## config.mk

```make
export PLATFORM = sky130hd
export DESIGN_NAME = ct_f_spsram_2048x128_ctrl
export DESIGN_NICKNAME = d
export VERILOG_FILES = /design/src/rtl/ct_f_spsram_ctrl_pkg.sv /design/src/rtl/ct_f_spsram_rsp_fifo.sv /design/src/rtl/ct_f_spsram_2048x128_ctrl.sv
export SDC_FILE = /design/constraint.sdc
export NUM_CORES = 1
export LEC_CHECK = 0
export BUFFER_PORTS_ARGS = -buffer_cell sky130_fd_sc_hd__buf_2
export CAP_MARGIN = 20
export CORE_AREA = 2 2 260 262
export DETAILED_ROUTE_END_ITERATION = 6
export DIE_AREA = 0 0 262 264
export GPL_TIMING_DRIVEN = 0
export SLEW_MARGIN = 15
export SYNTH_ARGS = -nofsm -noshare
export SYNTH_HDL_FRONTEND = slang
export SYNTH_HIERARCHICAL = 1
export SYNTH_SLANG_ARGS = --single-unit
```

## constraint.sdc

```tcl
create_clock -name CLK -period 8.7 [get_ports CLK]
set_clock_uncertainty 0.1 [all_clocks]
set_input_delay 2.61 -clock CLK [delete_from_list [all_inputs] [get_ports CLK]]
set_output_delay 2.61 -clock CLK [all_outputs]
set_load 0.05 [all_outputs]
```

## src/rtl/ct_f_spsram_ctrl_pkg.sv

```systemverilog
// Shared types and defaults for the 2048x128 single-port SRAM controller.
// Holds the controller state encoding and the default array geometry.
package ct_f_spsram_ctrl_pkg;

    localparam int DEF_ADDR_WIDTH = 11;
    localparam int DEF_DATA_WIDTH = 128;

    typedef enum logic {
        ST_INIT = 1'b0,
        ST_RUN  = 1'b1
    } state_e;

endpackage

```

## src/rtl/ct_f_spsram_rsp_fifo.sv

```systemverilog
// Two-entry read-response FIFO for the SRAM controller.
// Overflow is prevented upstream by the request credit check.
module ct_f_spsram_rsp_fifo
    import ct_f_spsram_ctrl_pkg::*;
#(
    parameter int DATA_WIDTH = DEF_DATA_WIDTH
) (
    input  logic                  CLK,
    input  logic                  RST,
    input  logic                  push,
    input  logic                  pop,
    input  logic [DATA_WIDTH-1:0] din,
    output logic [DATA_WIDTH-1:0] dout,
    output logic [1:0]            cnt
);

    logic [DATA_WIDTH-1:0] mem [2];
    logic                  wr_ptr;
    logic                  rd_ptr;

    assign dout = mem[rd_ptr];

    always_ff @(posedge CLK) begin
        if (push) begin
            mem[wr_ptr] <= din;
        end
    end

    always_ff @(posedge CLK) begin
        if (RST) begin
            wr_ptr <= 1'b0;
            rd_ptr <= 1'b0;
            cnt    <= 2'd0;
        end else begin
            if (push) begin
                wr_ptr <= ~wr_ptr;
            end
            if (pop) begin
                rd_ptr <= ~rd_ptr;
            end
            case ({push, pop})
                2'b10:   cnt <= cnt + 2'd1;
                2'b01:   cnt <= cnt - 2'd1;
                default: cnt <= cnt;
            endcase
        end
    end

endmodule

```

## src/rtl/ct_f_spsram_2048x128_ctrl.sv

```systemverilog
// Request/response front end for a 2048x128 single-port SRAM macro,
// with optional zero-fill after reset and a credit-guarded read path.
module ct_f_spsram_2048x128_ctrl
    import ct_f_spsram_ctrl_pkg::*;
#(
    parameter int ADDR_WIDTH = DEF_ADDR_WIDTH,
    parameter int DATA_WIDTH = DEF_DATA_WIDTH,
    parameter int INIT_EN    = 1
) (
    input  logic                  CLK,
    input  logic                  RST,
    input  logic                  req_vld,
    output logic                  req_rdy,
    input  logic                  req_wr,
    input  logic [ADDR_WIDTH-1:0] req_addr,
    input  logic [DATA_WIDTH-1:0] req_wdata,
    output logic                  rsp_vld,
    input  logic                  rsp_rdy,
    output logic [DATA_WIDTH-1:0] rsp_data,
    output logic                  init_done,
    output logic [ADDR_WIDTH-1:0] sram_a,
    output logic                  sram_cen,
    output logic                  sram_gwen,
    output logic [DATA_WIDTH-1:0] sram_wen,
    output logic [DATA_WIDTH-1:0] sram_d,
    input  logic [DATA_WIDTH-1:0] sram_q
);

    state_e                state;
    state_e                state_nxt;
    logic [ADDR_WIDTH-1:0] init_cnt;
    logic                  rd_inflight;
    logic [1:0]            fifo_cnt;
    logic                  pop;
    logic                  acc;
    logic [2:0]            pending;

    // Reads already committed: queued plus the one still in the macro.
    assign pending = {1'b0, fifo_cnt} + {2'b00, rd_inflight}
                   - {2'b00, pop};

    assign rsp_vld = !RST && (fifo_cnt != 2'd0);
    assign pop     = rsp_vld && rsp_rdy;
    assign req_rdy = !RST && (state == ST_RUN)
                   && (req_wr || (pending < 3'd2));
    assign acc     = req_vld && req_rdy;

    always_ff @(posedge CLK) begin
        if (RST) begin
            state       <= (INIT_EN != 0) ? ST_INIT : ST_RUN;
            init_cnt    <= '0;
            init_done   <= 1'b0;
            rd_inflight <= 1'b0;
        end else begin
            state       <= state_nxt;
            init_done   <= (state_nxt == ST_RUN);
            rd_inflight <= acc && !req_wr;
            if (state == ST_INIT) begin
                init_cnt <= init_cnt + 1'b1;
            end
        end
    end

    always_comb begin
        state_nxt = state;
        sram_cen  = 1'b1;
        sram_gwen = 1'b1;
        sram_wen  = '1;
        sram_a    = '0;
        sram_d    = '0;
        if (!RST) begin
            unique case (state)
                ST_INIT: begin
                    sram_cen  = 1'b0;
                    sram_gwen = 1'b0;
                    sram_wen  = '0;
                    sram_a    = init_cnt;
                    if (init_cnt == '1) begin
                        state_nxt = ST_RUN;
                    end
                end
                ST_RUN: begin
                    if (acc) begin
                        sram_cen = 1'b0;
                        sram_a   = req_addr;
                        if (req_wr) begin
                            sram_gwen = 1'b0;
                            sram_wen  = '0;
                            sram_d    = req_wdata;
                        end
                    end
                end
            endcase
        end
    end

    ct_f_spsram_rsp_fifo #(
        .DATA_WIDTH(DATA_WIDTH)
    ) u_rsp_fifo (
        .CLK  (CLK),
        .RST  (RST),
        .push (rd_inflight),
        .pop  (pop),
        .din  (sram_q),
        .dout (rsp_data),
        .cnt  (fifo_cnt)
    );

endmodule

```

# After elaboration in Yosys (flattened, before gate mapping)
# Memories as Yosys holds them, arrays and structs flattened. A register that Yosys moved wholly into a read port is not among the register bits.
# Cells that the tools add are included.
# Widths: inputs -> output; s select.
# totals
ff_bits	17
ram_bits	256
word_cells	55
mem_count	1
# op_classes
n_addsub	5
magnitude_cmp	1
n_eq_ne	3
mux	25
bitwise_logic	3
n_reduce_logical	11
# mem_list
name	depth	width	rd	rd_clocked_by_memory_dff	write_ports	line	rtl
u_rsp_fifo.mem	2	128	1	1	1	ct_f_spsram_rsp_fifo.sv:17	logic [DATA_WIDTH-1:0] mem [2];
# ops
operator	count
$mux 128	7
$pmux 128 s2	1
$mux 11	2
$pmux 11 s2	1
$add 11x1->11 const B	1
$eq 11x11->1 const B	1
$mux 1	11
$logic_and 1x1->1	6
$pmux 1 s2	2
$pmux 2 s2	1
$reduce_bool 2->1	2
$add 2x1->3	1
$lt 3x2->1 const B	1
$not 1->1	3
$sub 3x1->3	1
$add 2x1->2 const B	1
$eq 2x1->1 const B	1
$eq 2x2->1 const B	1
$logic_not 1->1	2
$sub 2x1->2 const B	1
$logic_or 1x1->1	1

# Logic depth before layout (Yosys ltp)
# logic_depth
word_depth	11
mapped_depth	10

# Modules after synthesis
# Netlist, hierarchy kept.
# by_module_without_submodules
mod	instances	cells_per_inst	area_each_um2
ct_f_spsram_rsp_fifo	1	418	9471.6
ct_f_spsram_2048x128_ctrl	1	378	2708.8

# Worst setup path after synthesis
# No wires, ideal clock.
# synth_timing
path_kind	input-to-output
from	input port RST
to	output port sram_a[0]
t_arrival_ps	6198
path_slack_ps	-208
path_stages	9
path_buffers	2
path_cell_list	buf_6 > a21oi_1 > and2_1 > ha_1 > nor2b_1 > fa_1 > o211a_1 > clkbuf_1 > nor3_1
# synth_via
elab_chain_cells	11
elab_cells_between_ends	12
# synth_rtl
item	line	rtl
from (decl)	ct_f_spsram_2048x128_ctrl.sv:11	input logic RST,
$logic_not 1->1	--	
$logic_and 1x1->1	ct_f_spsram_2048x128_ctrl.sv:42	assign rsp_vld = !RST && (fifo_cnt != 2'd0);
named net rsp_vld	ct_f_spsram_2048x128_ctrl.sv:17	output logic rsp_vld,
$logic_and 1x1->1	ct_f_spsram_2048x128_ctrl.sv:43	assign pop = rsp_vld && rsp_rdy;
named net pop	ct_f_spsram_2048x128_ctrl.sv:34	logic pop;
$sub 3x1->3	ct_f_spsram_2048x128_ctrl.sv:40	- {2'b00, pop};
$lt 3x2->1	ct_f_spsram_2048x128_ctrl.sv:45	&& (req_wr || (pending < 3'd2));
$logic_or 1x1->1	ct_f_spsram_2048x128_ctrl.sv:45	
$logic_and 1x1->1	ct_f_spsram_2048x128_ctrl.sv:45	
$logic_and 1x1->1	ct_f_spsram_2048x128_ctrl.sv:46	assign acc = req_vld && req_rdy;
$mux 11	ct_f_spsram_2048x128_ctrl.sv:83	if (acc) begin
$pmux 11 s2	ct_f_spsram_2048x128_ctrl.sv:72	unique case (state)
$mux 11	ct_f_spsram_2048x128_ctrl.sv:71	if (!RST) begin
to (decl)	ct_f_spsram_2048x128_ctrl.sv:21	output logic [ADDR_WIDTH-1:0] sram_a,
# The timed path passes the listed nets, and every way through them passes these cells.

# Worst setup path after layout
# layout_timing
from	input port RST
to	output port sram_a[8]
# layout_via
elab_chain_cells	11
elab_cells_between_ends	12
# layout_rtl
item	line
$logic_not 1->1	--
$logic_and 1x1->1	ct_f_spsram_2048x128_ctrl.sv:42
$logic_and 1x1->1	ct_f_spsram_2048x128_ctrl.sv:43
named net pop	ct_f_spsram_2048x128_ctrl.sv:34
$sub 3x1->3	ct_f_spsram_2048x128_ctrl.sv:40
$lt 3x2->1	ct_f_spsram_2048x128_ctrl.sv:45
$logic_or 1x1->1	ct_f_spsram_2048x128_ctrl.sv:45
$logic_and 1x1->1	ct_f_spsram_2048x128_ctrl.sv:45
$logic_and 1x1->1	ct_f_spsram_2048x128_ctrl.sv:46
$mux 11	ct_f_spsram_2048x128_ctrl.sv:83
$pmux 11 s2	ct_f_spsram_2048x128_ctrl.sv:72
$mux 11	ct_f_spsram_2048x128_ctrl.sv:71
# The timed path passes the listed nets, and every way through them passes these cells.

==> reports/qor.csv <==
stage,metric,value,unit
outcome,status,"finished, final reports clean",
timing,drv_slew,0,
timing,finalHoldViolCount,0,
synthesis,synth_seq_cells,274,
synthesis,ys.flop_type,edfxtp_1,
routing,routed_wl,42.28,mm
routing,routed_via_density,3.680,
placed_design,port_buffers,671,
power_and_ir_drop,finalPower,2.953,mW
synthesis,yosysSeqAreaShare,66.07,%
die,start_util,18.30,%
timing,period_needed,8.311,ns
routing,wl_per_cell,17.54,um
hold_path,hp-class,reg2reg,
setup_path,arrival,5.60,ns
routing,drt.antenna.violating_nets,0,
power_and_ir_drop,p_leak,7.703,nW
die,io_pins,672,
synthesis,ys_warn_count,6,
die,die-area,69170,um2
placed_design,dp.cells,2349,
synthesis,synth-compound-area-share,1.674,%
placed_design,placed_area,16850,um2
setup_path,start_kind,primary input,
synthesis,syn_nets,1072,
global_routing,track_usage,11.34,%
die,die_h,264,um
routing,drtIter0Drc,428,
synthesis,ys_top_cells_by_area,"edfxtp_1 63%, mux2_2 12%, buf_4 8.1%, and2_1 6.7%, dfxtp_1 3.0%",
synthesis,synth-xor-area-share,0.5752,%
setup_path,critPathMaxFanout,10,
synthesis,synth_cell_types,35,
synthesis,yosysTopAreaCell,edfxtp_1,
setup_path,worst-r2r-cell-count,8,
finish,layout_commonest_cell,buf_2,
routing,num_vias,8868,
hold_path,hold_depth,2,
finish,area_growth,46.30,%
synthesis,syn_area,12180,um2
die,core_area,66560,um2
synthesis,synth_top_family_by_area,multiplexers,
synthesis,synth-edff-count,256,
clocking,ctsHoldBuffers,0,
finish,nNetsFinal,1784,
clocking,clk_pin_slew_worst_paths,0.06,ns
clocking,cts_tree,built,
finish,final_area,17820,um2
clocking,cts_buffers,30,
power_and_ir_drop,power.density,165.7,nW/um2
placed_design,globalplace.congestion,0.9690,
timing,finalSetupViolCount,0,
synthesis,async_reset_ff_share,0,%
global_routing,grt_max_degree,109,
global_routing,antenna_found_initial,6,
timing,grt_setup_unrepaired,no,
clocking,htreeDepth,1,
clocking,postCtsSetupBuffers,0,
synthesis,synth-simple-area-share,9.019,%
timing,relSlewSlack,45.68,%
synthesis,syn_inst,796,
timing,fmax,120.3,MHz
global_routing,grt_pass1_vias,9165,
placed_design,dp_hpwl,34.61,mm
global_routing,grt_pass1_wl,58.36,mm
timing,worstMarginPinSlew,0.8129,ns
die,rows,95,
die,fp.dieW,262,um
setup_path,end_kind,output port,
synthesis,syn_area_per_cell,15.30,um2
power_and_ir_drop,peakVddDrop,0.1225,mV
finish,drive_above_1_share,65.54,%
synthesis,synth_fa_ha_area_share,0.4725,%
clocking,post_cts_resized,0,
timing,fin_crit_sh,95.53,%
routing,drtPass1Iterations,6,
timing,hold_ws,0.4121,ns
clocking,insertion_delay,0.56,ns
setup_path,crit_required,5.99,ns
clocking,clockBufferDepth,3,
synthesis,yosysTopAreaCellShare,63.11,%
setup_path,crit_type,in2out,
finish,mostFrequentLayoutCells,"672 x buf_2, 256 x edfxtp_1, 131 x buf_4",
finish,fin_util,26.77,%
clocking,cts-root-buf,clkbuf_16,
clocking,cts.sinks,274,
routing,drc,0,
synthesis,synthMuxAreaShare,11.92,%
finish,final_cells,2410,
global_routing,overflow,0,
flow_run,cap_violations,0,
[where the power goes]
| group | switching (mW) | internal [mW] | total (mW) | leakage (nW) |
|---|---|---|---|---|
| Sequential | 0.00241 | 1.44 | 1.44 | 2.45 |
| Clock | 0.517 | 0.711 | 1.23 | 0.459 |
| Combinational | 0.177 | 0.105 | 0.283 | 4.80 |
[cells by family after synthesis]
family	Yosys count
DFF	274
xor gates and xnor gates	8
muxes	129
buffers and inverters	172
AOI/OAI and AO/OA	31
and+or+nand+nor	178
adders and majority gates	4
[per-stage QoR]
stage               setup TNS (ns)  setup WS, ns
finish                           0        0.3889
global route                     0        0.1874
CTS                              0        0.3340
detailed placement               0        0.3414
global placement           -219.50        -1.470
floorplan                   -2.083       -0.2083
[state kept, by name, indices dropped and copies added, names as in the netlist, named ones only]
register	count
u_rsp_fifo/mem	256
init_cnt	11
u_rsp_fifo/cnt	2
rd_inflight	1
state	1
u_rsp_fifo/rd_ptr	1
u_rsp_fifo/wr_ptr	1
[cell type report]
type,count,area [um2]
fillers,6996,48740
flip-flops and latches,274,8048
repair buffers,680,3561
multi-input cells,350,2899
plain buffers,164,1221
well taps,873,1092
clock buffers,37,798.3
clock inverters,19,157.7
inverters,8,30.03
diodes,5,12.51
[worst paths after layout]
| check | to | slack [ns] | from |
|---|---|---|---|
| setup / recovery | sram_a[8] | 0.39 | RST |
| hold / removal | init_cnt[9] | 0.41 | init_cnt[9] |
| setup reg to reg | rd_inflight | 6.02 | u_rsp_fifo/cnt[1] |
| hold reg to reg | init_cnt[9] | 0.41 | init_cnt[9] |
[cells in the mapped netlist (all sizes together) (2+ instances only)]
library cell	instances
edfxtp	256
buf	147
and2	131
mux2	128
dfxtp	18
clkbuf	17
nor3	13
nor2	12
a21oi	10
a22oi	10
inv	8
xnor2	5
o31ai	4
or3	4
or4	4
ha	3
nand2	3
nand3	3
nor2b	3
o21ai	3
xor2	3
nand4b	2
[worst max-delay path, cell delays in order]
cell and delay (ns):
buf_2 0.15, buf_6 0.16, a21oi_1 0.27, and2_1 0.34, ha_1 0.30, nor2b_1 0.16
fa_1 0.51, o211a_1 0.29, clkbuf_1 0.23, nor3_1 0.24, buf_2 0.33
[routing by layer]
metal	wire, um	GRT usage (%)
met5	0	0
met4	1544	4.642
met3	3914	3.502
met2	21210	20.32
met1	15610	12.28
No activity file was read; power rests on OpenSTA's default activity.
